**src/rtl/session_pkg.sv**
```systemverilog
// Shared session-layer encodings: command codes, responder state codes and user key codes.
// Used by the caller-side FSM, the transport framing and the callee-side responder.
package session_pkg;

   localparam logic [3:0] CMD_IDLE     = 4'd0;
   localparam logic [3:0] CMD_CALL_REQ = 4'd1;
   localparam logic [3:0] CMD_ACCEPT   = 4'd2;
   localparam logic [3:0] CMD_REJECT   = 4'd3;
   localparam logic [3:0] CMD_BUSY     = 4'd4;
   localparam logic [3:0] CMD_HANGUP   = 4'd5;
   localparam logic [3:0] CMD_ACK      = 4'd6;

   localparam logic [3:0] KEY_NONE     = 4'd0;
   localparam logic [3:0] KEY_ANSWER   = 4'd2;
   localparam logic [3:0] KEY_DECLINE  = 4'd3;
   localparam logic [3:0] KEY_HANGUP   = 4'd5;

   typedef enum logic [3:0] {
      S_IDLE      = 4'd0,
      S_RINGING   = 4'd1,
      S_SEND_ACC  = 4'd2,
      S_CONNECTED = 4'd3,
      S_SEND_REJ  = 4'd4,
      S_SEND_HUP  = 4'd5
   } resp_state_e;

endpackage

```
**src/rtl/session_responder_if.sv**
```systemverilog
// Transport-side bus of the session responder: received command strobe and tx response handshake.
interface session_responder_if;

   logic       net_valid;
   logic [3:0] net_cmd;
   logic       tx_valid;
   logic [3:0] tx_cmd;
   logic       tx_ready;

   modport master (
      output net_valid, net_cmd, tx_ready,
      input  tx_valid, tx_cmd
   );

   modport slave (
      input  net_valid, net_cmd, tx_ready,
      output tx_valid, tx_cmd
   );

endinterface

```
**src/rtl/session_tx_slot.sv**
```systemverilog
// Single-entry valid/ready response register. An FSM load overrides a BUSY load in the same cycle;
// BUSY only enters an empty slot.
module session_tx_slot
   import session_pkg::*;
(
   input  logic       clk,
   input  logic       clear,
   input  logic       load,
   input  logic [3:0] load_cmd,
   input  logic       busy_load,
   input  logic       tx_ready,
   output logic       tx_valid,
   output logic [3:0] tx_cmd
);

   always_ff @(posedge clk) begin
      if (clear) begin
         tx_valid <= 1'b0;
         tx_cmd   <= CMD_IDLE;
      end else if (load) begin
         tx_valid <= 1'b1;
         tx_cmd   <= load_cmd;
      end else if (busy_load && !tx_valid) begin
         tx_valid <= 1'b1;
         tx_cmd   <= CMD_BUSY;
      end else if (tx_valid && tx_ready) begin
         tx_valid <= 1'b0;
      end
   end

endmodule

```
**src/rtl/session_responder.sv**
```systemverilog
// Callee-side session FSM: ringing, answer, decline, busy and hang-up sequencing toward the transport.
//
//   state       | meaning
//   S_IDLE      | no call; waiting for CALL_REQ
//   S_RINGING   | ringer on; waiting for key, caller cancel or ring timeout
//   S_SEND_ACC  | sending ACCEPT; CONNECTED after handshake (IDLE if caller hung up meanwhile)
//   S_CONNECTED | audio path enabled
//   S_SEND_REJ  | sending REJECT (decline or no answer); IDLE after handshake
//   S_SEND_HUP  | sending HANGUP after local hang-up; IDLE after handshake
module session_responder
   import session_pkg::*;
#(
   parameter int RING_TIMEOUT = 1000,
   parameter int CNT_W        = 16
) (
   input  logic                clk,
   input  logic                reset,
   session_responder_if.slave  bus,
   input  logic [3:0]          userInp,
   output logic                ringing,
   output logic                connected,
   output logic [3:0]          current_state
);

   localparam logic [CNT_W-1:0] RING_LAST = CNT_W'(RING_TIMEOUT - 1);
   localparam logic [CNT_W-1:0] CNT_MAX   = '1;

   resp_state_e      state_q, state_d;
   logic [CNT_W-1:0] ring_cnt_q, ring_cnt_d;
   logic             hup_seen_q, hup_seen_d;

   logic       net_call, net_hup;
   logic       in_send, tx_fire, rsp_done, rsp_load, busy_load;
   logic [3:0] rsp_cmd;

   assign net_call = bus.net_valid && (bus.net_cmd == CMD_CALL_REQ);
   assign net_hup  = bus.net_valid && (bus.net_cmd == CMD_HANGUP);

   always_comb begin
      rsp_cmd = CMD_IDLE;
      in_send = 1'b1;
      case (state_q)
         S_SEND_ACC: rsp_cmd = CMD_ACCEPT;
         S_SEND_REJ: rsp_cmd = CMD_REJECT;
         S_SEND_HUP: rsp_cmd = CMD_HANGUP;
         default:    in_send = 1'b0;
      endcase
   end

   // A BUSY may be occupying the slot when a send state is entered; the state's own response
   // loads once the slot frees (or on the edge the BUSY completes) and only its handshake advances.
   assign tx_fire   = bus.tx_valid && bus.tx_ready;
   assign rsp_done  = in_send && tx_fire && (bus.tx_cmd == rsp_cmd);
   assign rsp_load  = in_send && (!bus.tx_valid || (tx_fire && !rsp_done));
   assign busy_load = net_call && (state_q != S_IDLE);

   always_comb begin
      state_d    = state_q;
      ring_cnt_d = ring_cnt_q;
      hup_seen_d = 1'b0;
      case (state_q)
         S_IDLE: begin
            if (net_call) begin
               state_d    = S_RINGING;
               ring_cnt_d = '0;
            end
         end
         S_RINGING: begin
            if (ring_cnt_q != CNT_MAX) ring_cnt_d = ring_cnt_q + 1'b1;
            if (net_hup)                      state_d = S_IDLE;
            else if (userInp == KEY_ANSWER)   state_d = S_SEND_ACC;
            else if (userInp == KEY_DECLINE)  state_d = S_SEND_REJ;
            else if (ring_cnt_q == RING_LAST) state_d = S_SEND_REJ;
         end
         S_SEND_ACC: begin
            hup_seen_d = hup_seen_q || net_hup;
            if (rsp_done) begin
               hup_seen_d = 1'b0;
               state_d    = (hup_seen_q || net_hup) ? S_IDLE : S_CONNECTED;
            end
         end
         S_CONNECTED: begin
            if (net_hup)                     state_d = S_IDLE;
            else if (userInp == KEY_HANGUP)  state_d = S_SEND_HUP;
         end
         S_SEND_REJ, S_SEND_HUP: begin
            if (rsp_done) state_d = S_IDLE;
         end
         default: state_d = S_IDLE;
      endcase
   end

   always_ff @(posedge clk) begin
      if (reset) begin
         state_q    <= S_IDLE;
         ring_cnt_q <= '0;
         hup_seen_q <= 1'b0;
         ringing    <= 1'b0;
         connected  <= 1'b0;
      end else begin
         state_q    <= state_d;
         ring_cnt_q <= ring_cnt_d;
         hup_seen_q <= hup_seen_d;
         ringing    <= (state_d == S_RINGING);
         connected  <= (state_d == S_CONNECTED);
      end
   end

   assign current_state = state_q;

   session_tx_slot u_tx_slot (
      .clk       (clk),
      .clear     (reset),
      .load      (rsp_load),
      .load_cmd  (rsp_cmd),
      .busy_load (busy_load),
      .tx_ready  (bus.tx_ready),
      .tx_valid  (bus.tx_valid),
      .tx_cmd    (bus.tx_cmd)
   );

endmodule

```
**src/flat_wrapper.sv**
```systemverilog
// flat-port wrapper written by rule: the top's interface ports become plain ports
module session_responder_flat import session_pkg::*;
#(
   parameter int RING_TIMEOUT = 1000,
   parameter int CNT_W        = 16
)
  (clk, reset, userInp, ringing, connected, current_state, bus_net_valid, bus_net_cmd, bus_tx_ready, bus_tx_valid, bus_tx_cmd);
  session_responder_if bus_i ();
  input  logic clk;
  input  logic reset;
  input  logic [3:0] userInp;
  output logic ringing;
  output logic connected;
  output logic [3:0] current_state;
  input wire logic [$bits(bus_i.net_valid)-1:0] bus_net_valid;
  input wire logic [$bits(bus_i.net_cmd)-1:0] bus_net_cmd;
  input wire logic [$bits(bus_i.tx_ready)-1:0] bus_tx_ready;
  output wire logic [$bits(bus_i.tx_valid)-1:0] bus_tx_valid;
  output wire logic [$bits(bus_i.tx_cmd)-1:0] bus_tx_cmd;
  assign bus_i.net_valid = bus_net_valid;
  assign bus_i.net_cmd = bus_net_cmd;
  assign bus_i.tx_ready = bus_tx_ready;
  assign bus_tx_valid = bus_i.tx_valid;
  assign bus_tx_cmd = bus_i.tx_cmd;
  session_responder #(.RING_TIMEOUT(RING_TIMEOUT), .CNT_W(CNT_W)) u_core (.clk(clk), .reset(reset), .bus(bus_i), .userInp(userInp), .ringing(ringing), .connected(connected), .current_state(current_state));
endmodule
```
**config.mk**
```make
export PLATFORM = sky130hd
export DESIGN_NAME = session_responder_flat
export DESIGN_NICKNAME = d
export VERILOG_FILES = /design/src/rtl/session_pkg.sv /design/src/rtl/session_responder_if.sv /design/src/rtl/session_tx_slot.sv /design/src/rtl/session_responder.sv /design/src/flat_wrapper.sv
export SDC_FILE = /design/constraint.sdc
export NUM_CORES = 1
export LEC_CHECK = 0
export CELL_PAD_IN_SITES_DETAIL_PLACEMENT = 1
export CELL_PAD_IN_SITES_GLOBAL_PLACEMENT = 1
export CORE_MARGIN = 8
export CORE_UTILIZATION = 43
export CTS_BUF_LIST = sky130_fd_sc_hd__clkbuf_4 sky130_fd_sc_hd__clkbuf_8
export DETAILED_ROUTE_END_ITERATION = 7
export GPL_ROUTABILITY_DRIVEN = 0
export HOLD_SLACK_MARGIN = 0.03
export PLACE_DENSITY = 0.81
export SLEW_MARGIN = 20
export SYNTH_ARGS = -nofsm -noshare
export SYNTH_HDL_FRONTEND = slang
export SYNTH_SLANG_ARGS = --single-unit
```
**constraint.sdc**
```tcl
create_clock -name clk -period 2.5 [get_ports clk]
set_input_delay 0.25 -clock clk [delete_from_list [all_inputs] [get_ports clk]]
set_output_delay 0.25 -clock clk [all_outputs]
set_load 0.02 [all_outputs]
```
==> reports/metrics.cfg <==
[drt]
ant_nets=0
drcViolationCount=0
drt-total-wl_um=5460
drtIter0Drc=188
dr.pass1.iters=4
via_count=1807
vias_per_cell=6.43
wire_per_inst_um=19.4

[logic_synthesis]
ys_seq_area_share_pct=30.9
ys_types=64
ys_warn_count=0
async_reset_ff_share_pct=0
synth_area_leader_cell=dfxtp_1
synth_area_leaders=dfxtp_1 (31%), a21oi_1 (3.7%), or4_1 (3.4%)
avgSynthCellArea_um2=8.38
synth.cell_area_mm2=0.00175
synthCells=209
yosysTopAreaCellShare_pct=30.9
synth_edf_count=0
synthFlopType=dfxtp_1
ys_seq_elements=27

[critical_path]
r2r_start=u_core.current_state[2]
criticalPathCategory=flop to flop
r2r-end=u_core.connected
endpoint=u_core.connected
end_kind=flop
crit_arrival_ns=2.34
rrSetupSlack_ns=0.34
crit_path_cell_trace=or3b_1 > o22ai_2 > nand3_1 > a21bo_2 > a21boi_1
max_stage_delay_ns=0.61
crit_start=u_core.current_state[2]
start_kind=flop
cp_slowest_cell=dfxtp_1
critPathRequiredTime_ns=2.68
reg2reg_depth=5
path_max_fanout=11

[clock_tree]
ctsHtreeMaxLevel=1
cts_resized=0
hold_buffers=0
clkLatencyLatePin_ns=0.28
cts_buffers=3
cts_sinks=27
path_clk_slew_ns=0.10
cts_setup_buffers=0
cts_buffer_depth=2
root_buffer=clkbuf_8
cts_tree=yes

[finish]
area.growth.synth_to_final_pct=17.4
seq_area_um2=541
multi_input_area_mm2=0.00113
fillers=481
drive_gt1_share_pct=10.8
fin_nets=245
diodes=0
final_cell_area_mm2=0.00205

[floorplanning]
die_area_mm2=0.00637
die_h_um=79.8
start_util_pct=44.1
die_w_um=79.8
num_rows=23
ios=23
core_mm2=0.00397

[timing]
max_freq_ghz=0.462
skew_ns=0.00553
drv_slew=0
setup_viol=0
max-slew-margin-rel_pct=55.7
tightest_slew_ns=0.660
fin_tns_setup_ns=0
hold_viol_final=0
rsz0062_at_grt=false
min_period_over_period_pct=86.5
finalCriticalPeriod_ns=2.16

[grt]
antenna_found_initial=0
grt_use_total_pct=17.3
grt_pass1_vias=1788
overflow=0
grt_max_degree=16
grt_pass1_wl_um=9100

[place]
hpwl_um=4140
placed_area_mm2=0.00201
portBuffers=21

[power_and_ir_drop]
power_mw=0.758
pwr-share-clk_pct=34.8
switching_share_pct=24.6
power_frac_seq_pct=57.5
p_leak_nw=0.614
powerDensity_mw_per_mm2=369
p_int_mw=0.571
ir_drop_mv=0.180
switchingPower_mw=0.186
combPwrFrac_pct=7.7

[status]
status=complete, no violations

[min_path]
holdCritPathClass=flop to flop

[job]
max-cap-violations=0

[layout make-up]
type	count	share of cell area, %
Multi-Input combinational cell	167	54.9
Timing Repair Buffer	27	12.4
Clock buffer	3	2.01
Sequential cell	27	26.3
Clock inverter	1	0.244
Tap cell	50	3.05
Inverter	6	1.10
[registers in the layout, indices dropped and copies added (netlist names)]
name                       count
u_core.u_tx_slot.tx_valid      1
u_core.u_tx_slot.tx_cmd        3
u_core.ringing                 1
u_core.current_state           4
u_core.ring_cnt_q             16
u_core.connected               1
u_core.hup_seen_q              1
[how the worst min path moves through the flow]
| stage | startpoint | endpoint | cells after the start |
|---|---|---|---|
| after global placement | u_core.ring_cnt_q[9] | u_core.ring_cnt_q[9] | 2 |
| after floorplan | bus_net_cmd[2] | u_core.u_tx_slot.tx_valid | 3 |
| after detailed placement | u_core.ring_cnt_q[9] | u_core.ring_cnt_q[9] | 2 |
| after global routing | u_core.ring_cnt_q[9] | u_core.ring_cnt_q[9] | 2 |
| final | u_core.ring_cnt_q[9] | u_core.ring_cnt_q[9] | 2 |
| after CTS | u_core.ring_cnt_q[9] | u_core.ring_cnt_q[9] | 2 |
[Yosys cell counts, drive strengths merged, types with 2 or more instances]
cell / number
dfxtp: 27
nand2: 15
a21oi: 14
nor2: 12
nand3: 10
nor3: 8
nor4: 8
or4: 8
buf: 7
nand4: 7
o21ai: 7
o31ai: 7
inv: 6
o31a: 5
and2: 4
o21a: 4
or3: 4
a31oi: 3
clkbuf: 3
o311ai: 3
a2111oi: 2
a211o: 2
a211oi: 2
a21boi: 2
a31o: 2
a32oi: 2
a41oi: 2
and4: 2
nand2b: 2
nand3b: 2
nor2b: 2
nor3b: 2
nor4b: 2
o22ai: 2
o41ai: 2
or3b: 2
xnor2: 2
[metal layers]
| metal | vias up | routed length [um] | GRT usage (%) |
|---|---|---|---|
| met1 | 881 | 2690 | 24.2 |
| met5 | - | 0 | 0 |
| met4 | 0 | 70 | 5.09 |
| li1 | 868 | - | - |
| met2 | 51 | 2430 | 25.8 |
| met3 | 7 | 263 | 3.60 |
[layout by cell type (no fill, tap or decap), types with 2 or more instances in the layout]
cell type,n
o311ai_0,3
nor2_1,12
nor3_1,6
inv_1,6
nand3b_1,2
or4_1,8
and4_1,2
nand3_1,10
a32oi_1,2
clkdlybuf4s50_1,21
o31ai_1,7
nor4_1,8
xnor2_1,2
a31o_2,2
o41ai_1,2
o21a_1,4
nand4_1,6
or3_1,4
a41oi_1,2
o21ai_0,7
nand2_1,15
conb_1,2
dfxtp_1,27
o31a_2,2
a21oi_1,13
a211o_1,2
and2_1,4
a31oi_1,3
nand2b_1,2
buf_4,6
clkbuf_8,3
nor2b_1,2
o31a_1,3
[power groups by stage]
stage               logic (mW)  registers (mW)  clock network, mW
floorplan               0.0276           0.444                  0
global placement        0.0557           0.445                  0
detailed placement      0.0574           0.445                  0
CTS                     0.0579           0.436              0.275
global route            0.0628           0.436              0.292
finish                  0.0582           0.436              0.264
[stage by stage]
stage,util (%),instances,worst slack [ns],hold WS (ns)
4_1_cts,51.7,281,0.385,0.496
2_1_floorplan,-,210,0.608,0.448
3_3_place_gp,50.6,277,0.227,0.465
6_report,51.7,281,0.336,0.488
3_5_place_dp,50.6,277,0.180,0.481
5_1_grt,51.7,281,0.249,0.525
[cells by family (layout without fill, tap and decap cells)]
family,after synthesis,count (layout),synth area share [%]
AND/OR/NAND/NOR,97,97,35.0
AO/OA/AOI/OAI,65,65,27.2
flip-flops,27,27,30.9
buffers and inverters,16,37,4.93
XOR/XNOR,2,2,1.00
adder cells (fa/ha/maj),1,1,0.715
other,1,2,0.214
[worst max-delay path, delay by kind of cell, from the launching register on]
family           cells  cell delay [ns]
AO/OA/AOI/OAI        3             0.68
flip-flops           1             0.61
AND/OR/NAND/NOR      2             0.76
Power figures use the tool's default switching activity.
